[config.mk]
export PLATFORM = sky130hd
export DESIGN_NAME = pattern_sequencer
export DESIGN_NICKNAME = d
export VERILOG_FILES = /design/src/rtl/pattern_sequencer.sv
export SDC_FILE = /design/constraint.sdc
export NUM_CORES = 1
export LEC_CHECK = 0
export BUFFER_PORTS_ARGS = -buffer_cell sky130_fd_sc_hd__buf_2
export CAP_MARGIN = 20
export CORE_MARGIN = 5
export CORE_UTILIZATION = 61
export DETAILED_ROUTE_END_ITERATION = 16
export GPL_ROUTABILITY_DRIVEN = 0
export GPL_TIMING_DRIVEN = 0
export HOLD_SLACK_MARGIN = 0.12
export PLACE_DENSITY = 0.84
export SYNTH_ARGS = -nofsm -noshare
export SYNTH_HDL_FRONTEND = slang
export SYNTH_SLANG_ARGS = --single-unit
[constraint.sdc]
create_clock -name clock -period 4.5 [get_ports clock]
set_input_delay 0.45 -clock clock [delete_from_list [all_inputs] [get_ports clock]]
set_output_delay 0.45 -clock clock [all_outputs]
set_load 0.005 [all_outputs]
[src/rtl/pattern_sequencer.sv]
// pattern_sequencer: steps through a window of a pattern memory at a
// programmable rate and presents one word per step. Each word is prefetched
// into a one-word buffer so that a step tick only has to copy the buffer.
// The pattern output is named sequence_o because "sequence" is a reserved
// word in SystemVerilog.
module pattern_sequencer #(
  parameter int WORD_SIZE      = 8,
  parameter int ADDRESS_SIZE   = 4,
  parameter int PRESCALE_WIDTH = 16
) (
  input  logic                      clock,
  input  logic                      reset,
  input  logic                      enable,
  input  logic [1:0]                mode,
  input  logic [ADDRESS_SIZE-1:0]   start_addr,
  input  logic [ADDRESS_SIZE-1:0]   end_addr,
  input  logic [PRESCALE_WIDTH-1:0] step_div,
  input  logic [WORD_SIZE-1:0]      r_data,
  input  logic                      r_ready,
  output logic [ADDRESS_SIZE-1:0]   r_addr,
  output logic                      r_en,
  output logic [WORD_SIZE-1:0]      sequence_o,
  output logic                      busy,
  output logic                      done,
  output logic                      underrun
);

  typedef enum logic [1:0] {IDLE, FETCH, WAIT_STEP, DONE} state_t;

  localparam logic [1:0]                MODE_ONESHOT  = 2'd1;
  localparam logic [1:0]                MODE_PINGPONG = 2'd2;
  localparam logic [ADDRESS_SIZE-1:0]   ADDR_ONE      = 1;
  localparam logic [PRESCALE_WIDTH-1:0] CNT_ONE       = 1;

  state_t                      state_q, state_d;
  logic [1:0]                  mode_q, mode_d;
  logic [ADDRESS_SIZE-1:0]     start_q, start_d, end_q, end_d, addr_q, addr_d;
  logic [PRESCALE_WIDTH-1:0]   div_q, div_d, cnt_q, cnt_d;
  logic [WORD_SIZE-1:0]        buf_q, buf_d, seq_q, seq_d;
  logic                        buf_vld_q, buf_vld_d;
  logic                        under_q, under_d;
  logic                        first_q, first_d;  // first cycle of a read request
  logic                        dir_q, dir_d;      // ping-pong direction, 1 = up
  logic                        r_en_q, r_en_d, busy_q, busy_d, done_q, done_d;

  logic                        tick, accept, ping_pong;
  logic [ADDRESS_SIZE-1:0]     nxt_addr;
  logic                        nxt_dir;

  // Next-state logic: address walk, prefetch handshake, prescaler and flags.
  always_comb begin
    state_d   = state_q;
    mode_d    = mode_q;
    start_d   = start_q;
    end_d     = end_q;
    div_d     = div_q;
    addr_d    = addr_q;
    buf_d     = buf_q;
    buf_vld_d = buf_vld_q;
    seq_d     = seq_q;
    under_d   = under_q;
    first_d   = 1'b0;
    dir_d     = dir_q;

    tick   = (cnt_q == div_q);
    accept = (state_q == FETCH) && !first_q && r_ready;

    // Ping-pong only reverses on a real window; a reversed or one-word
    // window falls back to the loop walk.
    ping_pong = (mode_q == MODE_PINGPONG) && (start_q < end_q);
    nxt_dir   = dir_q;
    if (ping_pong) begin
      if (dir_q) begin
        if (addr_q == end_q) begin
          nxt_addr = addr_q - ADDR_ONE;
          nxt_dir  = 1'b0;
        end else begin
          nxt_addr = addr_q + ADDR_ONE;
        end
      end else begin
        if (addr_q == start_q) begin
          nxt_addr = addr_q + ADDR_ONE;
          nxt_dir  = 1'b1;
        end else begin
          nxt_addr = addr_q - ADDR_ONE;
        end
      end
    end else begin
      nxt_addr = (addr_q == end_q) ? start_q : addr_q + ADDR_ONE;
    end

    case (state_q)
      IDLE: begin
        if (enable) begin
          mode_d    = mode;
          start_d   = start_addr;
          end_d     = end_addr;
          div_d     = step_div;
          addr_d    = start_addr;
          under_d   = 1'b0;
          dir_d     = 1'b1;
          buf_vld_d = 1'b0;
          first_d   = 1'b1;
          state_d   = FETCH;
        end
      end
      FETCH: begin
        // A tick here has no word ready to present: flag it and drop it.
        if (tick) under_d = 1'b1;
        if (accept) begin
          buf_d     = r_data;
          buf_vld_d = 1'b1;
          state_d   = enable ? WAIT_STEP : IDLE;
        end
      end
      WAIT_STEP: begin
        if (!enable) begin
          state_d = IDLE;
        end else if (tick && buf_vld_q) begin
          seq_d     = buf_q;
          buf_vld_d = 1'b0;
          if ((mode_q == MODE_ONESHOT) && (addr_q == end_q)) begin
            state_d = DONE;
          end else begin
            addr_d  = nxt_addr;
            dir_d   = nxt_dir;
            first_d = 1'b1;
            state_d = FETCH;
          end
        end
      end
      DONE: begin
        if (!enable) state_d = IDLE;
      end
      default: state_d = IDLE;
    endcase

    // Prescaler free-runs only while staying busy; every start begins at 0.
    if ((state_q == FETCH || state_q == WAIT_STEP) &&
        (state_d == FETCH || state_d == WAIT_STEP))
      cnt_d = tick ? '0 : cnt_q + CNT_ONE;
    else
      cnt_d = '0;

    r_en_d = (state_d == FETCH);
    busy_d = (state_d == FETCH) || (state_d == WAIT_STEP);
    done_d = (state_d == DONE);
  end

  // State and registered outputs; reset also kills any pending read at once.
  always_ff @(posedge clock or posedge reset) begin
    if (reset) begin
      state_q   <= IDLE;
      mode_q    <= '0;
      start_q   <= '0;
      end_q     <= '0;
      div_q     <= '0;
      addr_q    <= '0;
      cnt_q     <= '0;
      buf_q     <= '0;
      buf_vld_q <= 1'b0;
      seq_q     <= '0;
      under_q   <= 1'b0;
      first_q   <= 1'b0;
      dir_q     <= 1'b1;
      r_en_q    <= 1'b0;
      busy_q    <= 1'b0;
      done_q    <= 1'b0;
    end else begin
      state_q   <= state_d;
      mode_q    <= mode_d;
      start_q   <= start_d;
      end_q     <= end_d;
      div_q     <= div_d;
      addr_q    <= addr_d;
      cnt_q     <= cnt_d;
      buf_q     <= buf_d;
      buf_vld_q <= buf_vld_d;
      seq_q     <= seq_d;
      under_q   <= under_d;
      first_q   <= first_d;
      dir_q     <= dir_d;
      r_en_q    <= r_en_d;
      busy_q    <= busy_d;
      done_q    <= done_d;
    end
  end

  assign r_addr     = addr_q;
  assign r_en       = r_en_q;
  assign sequence_o = seq_q;
  assign busy       = busy_q;
  assign done       = done_q;
  assign underrun   = under_q;

endmodule

==> run_summary.xml <==
<?xml version="1.0" encoding="UTF-8"?>
<metrics>
  <group name="outcome">
    <metric name="status" unit="">completed</metric>
  </group>
  <group name="sta">
    <metric name="finalCritPeriodShare" unit="%">79.9</metric>
    <metric name="report.final.hold_viol_count" unit="">0</metric>
    <metric name="fmax" unit="MHz">278</metric>
    <metric name="timing.final.crit_period" unit="ns">3.59</metric>
    <metric name="timing.slew.headroom" unit="%">43.3</metric>
    <metric name="slew_viol_final" unit="">0</metric>
    <metric name="fin_worst_hold_slack" unit="ns">0.260</metric>
    <metric name="finalClockSkew" unit="ns">0.0100</metric>
    <metric name="setup_violations" unit="">0</metric>
    <metric name="actual_slew_at_the_worst_max_slew_pin" unit="ns">0.851</metric>
    <metric name="setup_repair_after_global_routing_missed_its_margin" unit="">false</metric>
    <metric name="setup_tns" unit="ns">0</metric>
  </group>
  <group name="cts">
    <metric name="tritoncts" unit="">done</metric>
    <metric name="post_cts_resize_count" unit="">0</metric>
    <metric name="cts-hold-fix-buffers" unit="">0</metric>
    <metric name="clkTransAtPathRegs" unit="ns">0.08</metric>
    <metric name="cts_sinks" unit="">71</metric>
    <metric name="post-cts-setup-buffer-count" unit="">0</metric>
    <metric name="cts.root.buffer_cell" unit="">sky130_fd_sc_hd__clkbuf_8</metric>
    <metric name="htree_levels" unit="">3</metric>
    <metric name="tritoncts.num_buffers" unit="">9</metric>
    <metric name="clk-insertion-delay-late" unit="ns">0.34</metric>
    <metric name="cts-root-to-sink-buffers" unit="">2</metric>
  </group>
  <group name="routing">
    <metric name="wire_per_inst" unit="um">15.7</metric>
    <metric name="drc" unit="">0</metric>
    <metric name="number_of_violations_reported_at_the_end_of_detailed_routing_iteration_0" unit="">109</metric>
    <metric name="postRouteWirelength" unit="um">7320</metric>
    <metric name="antenna_left" unit="">0</metric>
    <metric name="wl_met2" unit="um">3800</metric>
    <metric name="route.detailed.vias_per_inst" unit="">5.59</metric>
    <metric name="route.vias.total" unit="">2600</metric>
    <metric name="wirelength_met1" unit="um">3020</metric>
    <metric name="wl_met3" unit="um">317</metric>
    <metric name="detailedRoute.firstPassIterationCount" unit="">4</metric>
    <metric name="top_layer" unit="">met4</metric>
  </group>
  <group name="yosys">
    <metric name="post_synthesis_cells" unit="">321</metric>
    <metric name="synth.top_cell.area_share" unit="%">47.8</metric>
    <metric name="post_synth.cell_area_avg" unit="um2">11.4</metric>
    <metric name="yosysSeqAreaShare" unit="%">48.5</metric>
    <metric name="synth_area" unit="mm2">0.00366</metric>
    <metric name="synth_enable_flop_cells" unit="">0</metric>
    <metric name="synthesis.nets" unit="">372</metric>
    <metric name="async_flop_share" unit="%">100</metric>
    <metric name="post_synth_num_cell_types" unit="">40</metric>
    <metric name="ys_warn_count" unit="">0</metric>
    <metric name="netlist.top_cell.by_area" unit="">sky130_fd_sc_hd__dfrtp_1</metric>
    <metric name="yosys_register_bits" unit="">71</metric>
    <metric name="yosys_most_used_dff" unit="">sky130_fd_sc_hd__dfrtp_1</metric>
    <metric name="synth_top_cells_by_area" unit="">sky130_fd_sc_hd__dfrtp_1 48%, sky130_fd_sc_hd__mux2_2 13%, sky130_fd_sc_hd__xor2_1 7.2%, sky130_fd_sc_hd__ha_1 4.4%, sky130_fd_sc_hd__nor2_1 3.2%</metric>
  </group>
  <group name="pwr">
    <metric name="power.leakage" unit="nW">1.98</metric>
    <metric name="power_report.internal_total" unit="mW">1.69</metric>
    <metric name="share_comb_of_total_power" unit="%">38.7</metric>
    <metric name="p_per_area" unit="mW/mm2">623</metric>
    <metric name="clock_power_share" unit="%">23.3</metric>
    <metric name="power.switching_fraction" unit="%">36.4</metric>
    <metric name="power_frac_seq" unit="%">38.0</metric>
    <metric name="irDropWorstVdd" unit="uV">356</metric>
    <metric name="total_switching_power" unit="mW">0.967</metric>
  </group>
  <group name="layout">
    <metric name="syn_to_final_growth" unit="%">16.5</metric>
    <metric name="n_antenna_cell" unit="">0</metric>
    <metric name="layout_common_cells" unit="">70 x sky130_fd_sc_hd__dfrtp_1, 55 x sky130_fd_sc_hd__buf_2, 43 x sky130_fd_sc_hd__mux2_2</metric>
    <metric name="instances_no_fill" unit="">465</metric>
    <metric name="layout.nets" unit="">436</metric>
    <metric name="final-seq-area" unit="mm2">0.00178</metric>
    <metric name="multiInputGateArea" unit="mm2">0.00179</metric>
    <metric name="final.fill_count" unit="">419</metric>
    <metric name="fraction_of_final_layout_cells_sized_beyond_drive_strength_1" unit="%">31.8</metric>
    <metric name="layout.cells.most_common" unit="">sky130_fd_sc_hd__dfrtp_1</metric>
  </group>
  <group name="floorplan">
    <metric name="die_height" unit="um">87.5</metric>
    <metric name="die_x" unit="um">87.5</metric>
    <metric name="die_area" unit="mm2">0.00766</metric>
    <metric name="initial_utilization" unit="%">62.3</metric>
    <metric name="io_pins" unit="">54</metric>
    <metric name="floorplan.rows" unit="">28</metric>
    <metric name="design.core.area" unit="mm2">0.00589</metric>
  </group>
  <group name="worst_hold_path">
    <metric name="holdCritPathClass" unit="">input pin to asynchronous set/reset pin</metric>
  </group>
  <group name="worst_setup_path">
    <metric name="endpoint_kind" unit="">flip-flop</metric>
    <metric name="cp_data_required_time" unit="ns">4.71</metric>
    <metric name="crit_arrival" unit="ns">3.80</metric>
    <metric name="setup.worst_path.class" unit="">flip-flop to flip-flop</metric>
    <metric name="path_max_fanout" unit="">10</metric>
    <metric name="crit_path_start_kind" unit="">flip-flop</metric>
  </group>
  <group name="run">
    <metric name="cap_viol_max_count" unit="">0</metric>
  </group>
  <group name="grt">
    <metric name="grt_start_max_net_pins" unit="">72</metric>
    <metric name="grt_antenna_before_repair" unit="">0</metric>
    <metric name="vias_in_the_first_global_route" unit="">2660</metric>
    <metric name="global_route_wire_length_before_repair" unit="um">12300</metric>
    <metric name="grt_use_total" unit="%">20.8</metric>
    <metric name="gr-total-overflow" unit="">0</metric>
  </group>
  <group name="place">
    <metric name="place_hpwl" unit="um">5290</metric>
    <metric name="placed_cells_incl_taps" unit="">449</metric>
    <metric name="io_buffers" unit="">53</metric>
  </group>
</metrics>
-- cell usage after synthesis (4+ instances only) --
cell type and instances:
sky130_fd_sc_hd__mux2_2 43, sky130_fd_sc_hd__dfrtp_1 70, sky130_fd_sc_hd__nand2b_1 6, sky130_fd_sc_hd__xnor2_1 10, sky130_fd_sc_hd__nand3_1 11, sky130_fd_sc_hd__clkbuf_1 8, sky130_fd_sc_hd__nor3_1 4, sky130_fd_sc_hd__a211oi_1 6
sky130_fd_sc_hd__nor2_1 31, sky130_fd_sc_hd__o31ai_1 4, sky130_fd_sc_hd__o21ai_0 12, sky130_fd_sc_hd__ha_1 13, sky130_fd_sc_hd__nand2_1 12, sky130_fd_sc_hd__xor2_1 30, sky130_fd_sc_hd__inv_1 12, sky130_fd_sc_hd__a21oi_1 7
sky130_fd_sc_hd__mux2i_1 5
-- layout make-up --
cell class                 instances  share of cell area (%)
sequential                        71                    41.6
timing repair buffer              53                    6.21
inverter                          12                    1.11
multi-input combinational        226                    42.0
buffer                            12                    1.11
tap                               75                    2.20
clock inverter                     7                    2.81
clock buffer                       9                    2.90
-- power groups by stage --
stage | combinational [mW] | clock, mW | sequential [mW]
6_report | 1.03 | 0.618 | 1.01
5_1_grt | 1.14 | 0.664 | 1.04
4_1_cts | 1.04 | 0.629 | 1.01
3_5_place_dp | 1.02 | 0 | 1.02
3_3_place_gp | 0.974 | 0 | 1.01
2_1_floorplan | 0.799 | 0 | 0.979
-- worst paths after layout --
check                                      start               endpoint  slack (ns)  depth (start not counted)
max reg2reg                r_addr[0]$_DFFE_PP0P_    cnt_q[10]$_DFF_PP0_        0.91                         12
max in group asynchronous                  reset  div_q[15]$_DFFE_PP0P_        3.66                          2
min reg2reg                 buf_q[4]$_DFFE_PP0P_   buf_q[4]$_DFFE_PP0P_        0.51                          1
max                        r_addr[0]$_DFFE_PP0P_    cnt_q[10]$_DFF_PP0_        0.91                         12
min                                        reset  div_q[13]$_DFFE_PP0P_        0.26                          2
min in group clock                     r_data[1]   buf_q[1]$_DFFE_PP0P_        0.33                          2
-- layer usage --
layer	vias to the layer above	global-route usage [%]
met5	-	0
met4	0	9.07
met3	19	5.01
met2	60	34.0
met1	1279	26.2
li1	1242	-
-- cell families after synthesis --
logic type | count (synthesis) | share of synthesized area [%]
AO/OA/AOI/OAI | 41 | 7.58
XOR/XNOR | 40 | 9.56
adder cells (fa/ha/maj) | 13 | 4.44
buffers and inverters | 24 | 2.53
flip-flops | 71 | 48.5
multiplexers | 48 | 14.6
AND/OR/NAND/NOR | 84 | 12.8
-- registers in the layout (all words and copies together), names as in the netlist --
| signal | count |
|---|---|
| done | 1 |
| r_addr | 4 |
| first_q | 1 |
| cnt_q | 16 |
| state_q | 2 |
| div_q | 16 |
| buf_vld_q | 1 |
| end_q | 4 |
| dir_q | 1 |
| sequence_o | 8 |
| start_q | 4 |
| r_en | 1 |
| mode_q | 2 |
| busy | 1 |
| underrun | 1 |
| buf_q | 8 |
-- worst max-delay path, cell delays in order, from the launching register on --
cell and delay [ns]:
sky130_fd_sc_hd__dfrtp_1 0.37, sky130_fd_sc_hd__clkbuf_1 0.37, sky130_fd_sc_hd__xor2_1 0.15, sky130_fd_sc_hd__nor4_1 0.56, sky130_fd_sc_hd__buf_2 0.30, sky130_fd_sc_hd__nand3_1 0.09
sky130_fd_sc_hd__mux2i_1 0.13, sky130_fd_sc_hd__a21boi_0 0.14, sky130_fd_sc_hd__o21ai_0 0.26, sky130_fd_sc_hd__ha_1 0.31, sky130_fd_sc_hd__nand3_1 0.26, sky130_fd_sc_hd__clkbuf_1 0.40
sky130_fd_sc_hd__nor2_1 0.10
-- per-stage QoR --
stage | setup slack (ns) | util, % | total power, mW | cell area [um2]
final | 0.906 | 72.6 | 2.66 | 4270
after global routing | 0.567 | 72.6 | 2.84 | 4270
after CTS | 0.922 | 72.6 | 2.68 | 4270
after detailed placement | 0.978 | 68.4 | 2.04 | 4030
after global placement | 1.10 | 68.4 | 1.98 | 4020
after floorplan | 1.76 | - | 1.78 | 3660
No activity file was read; power rests on OpenSTA's default activity.
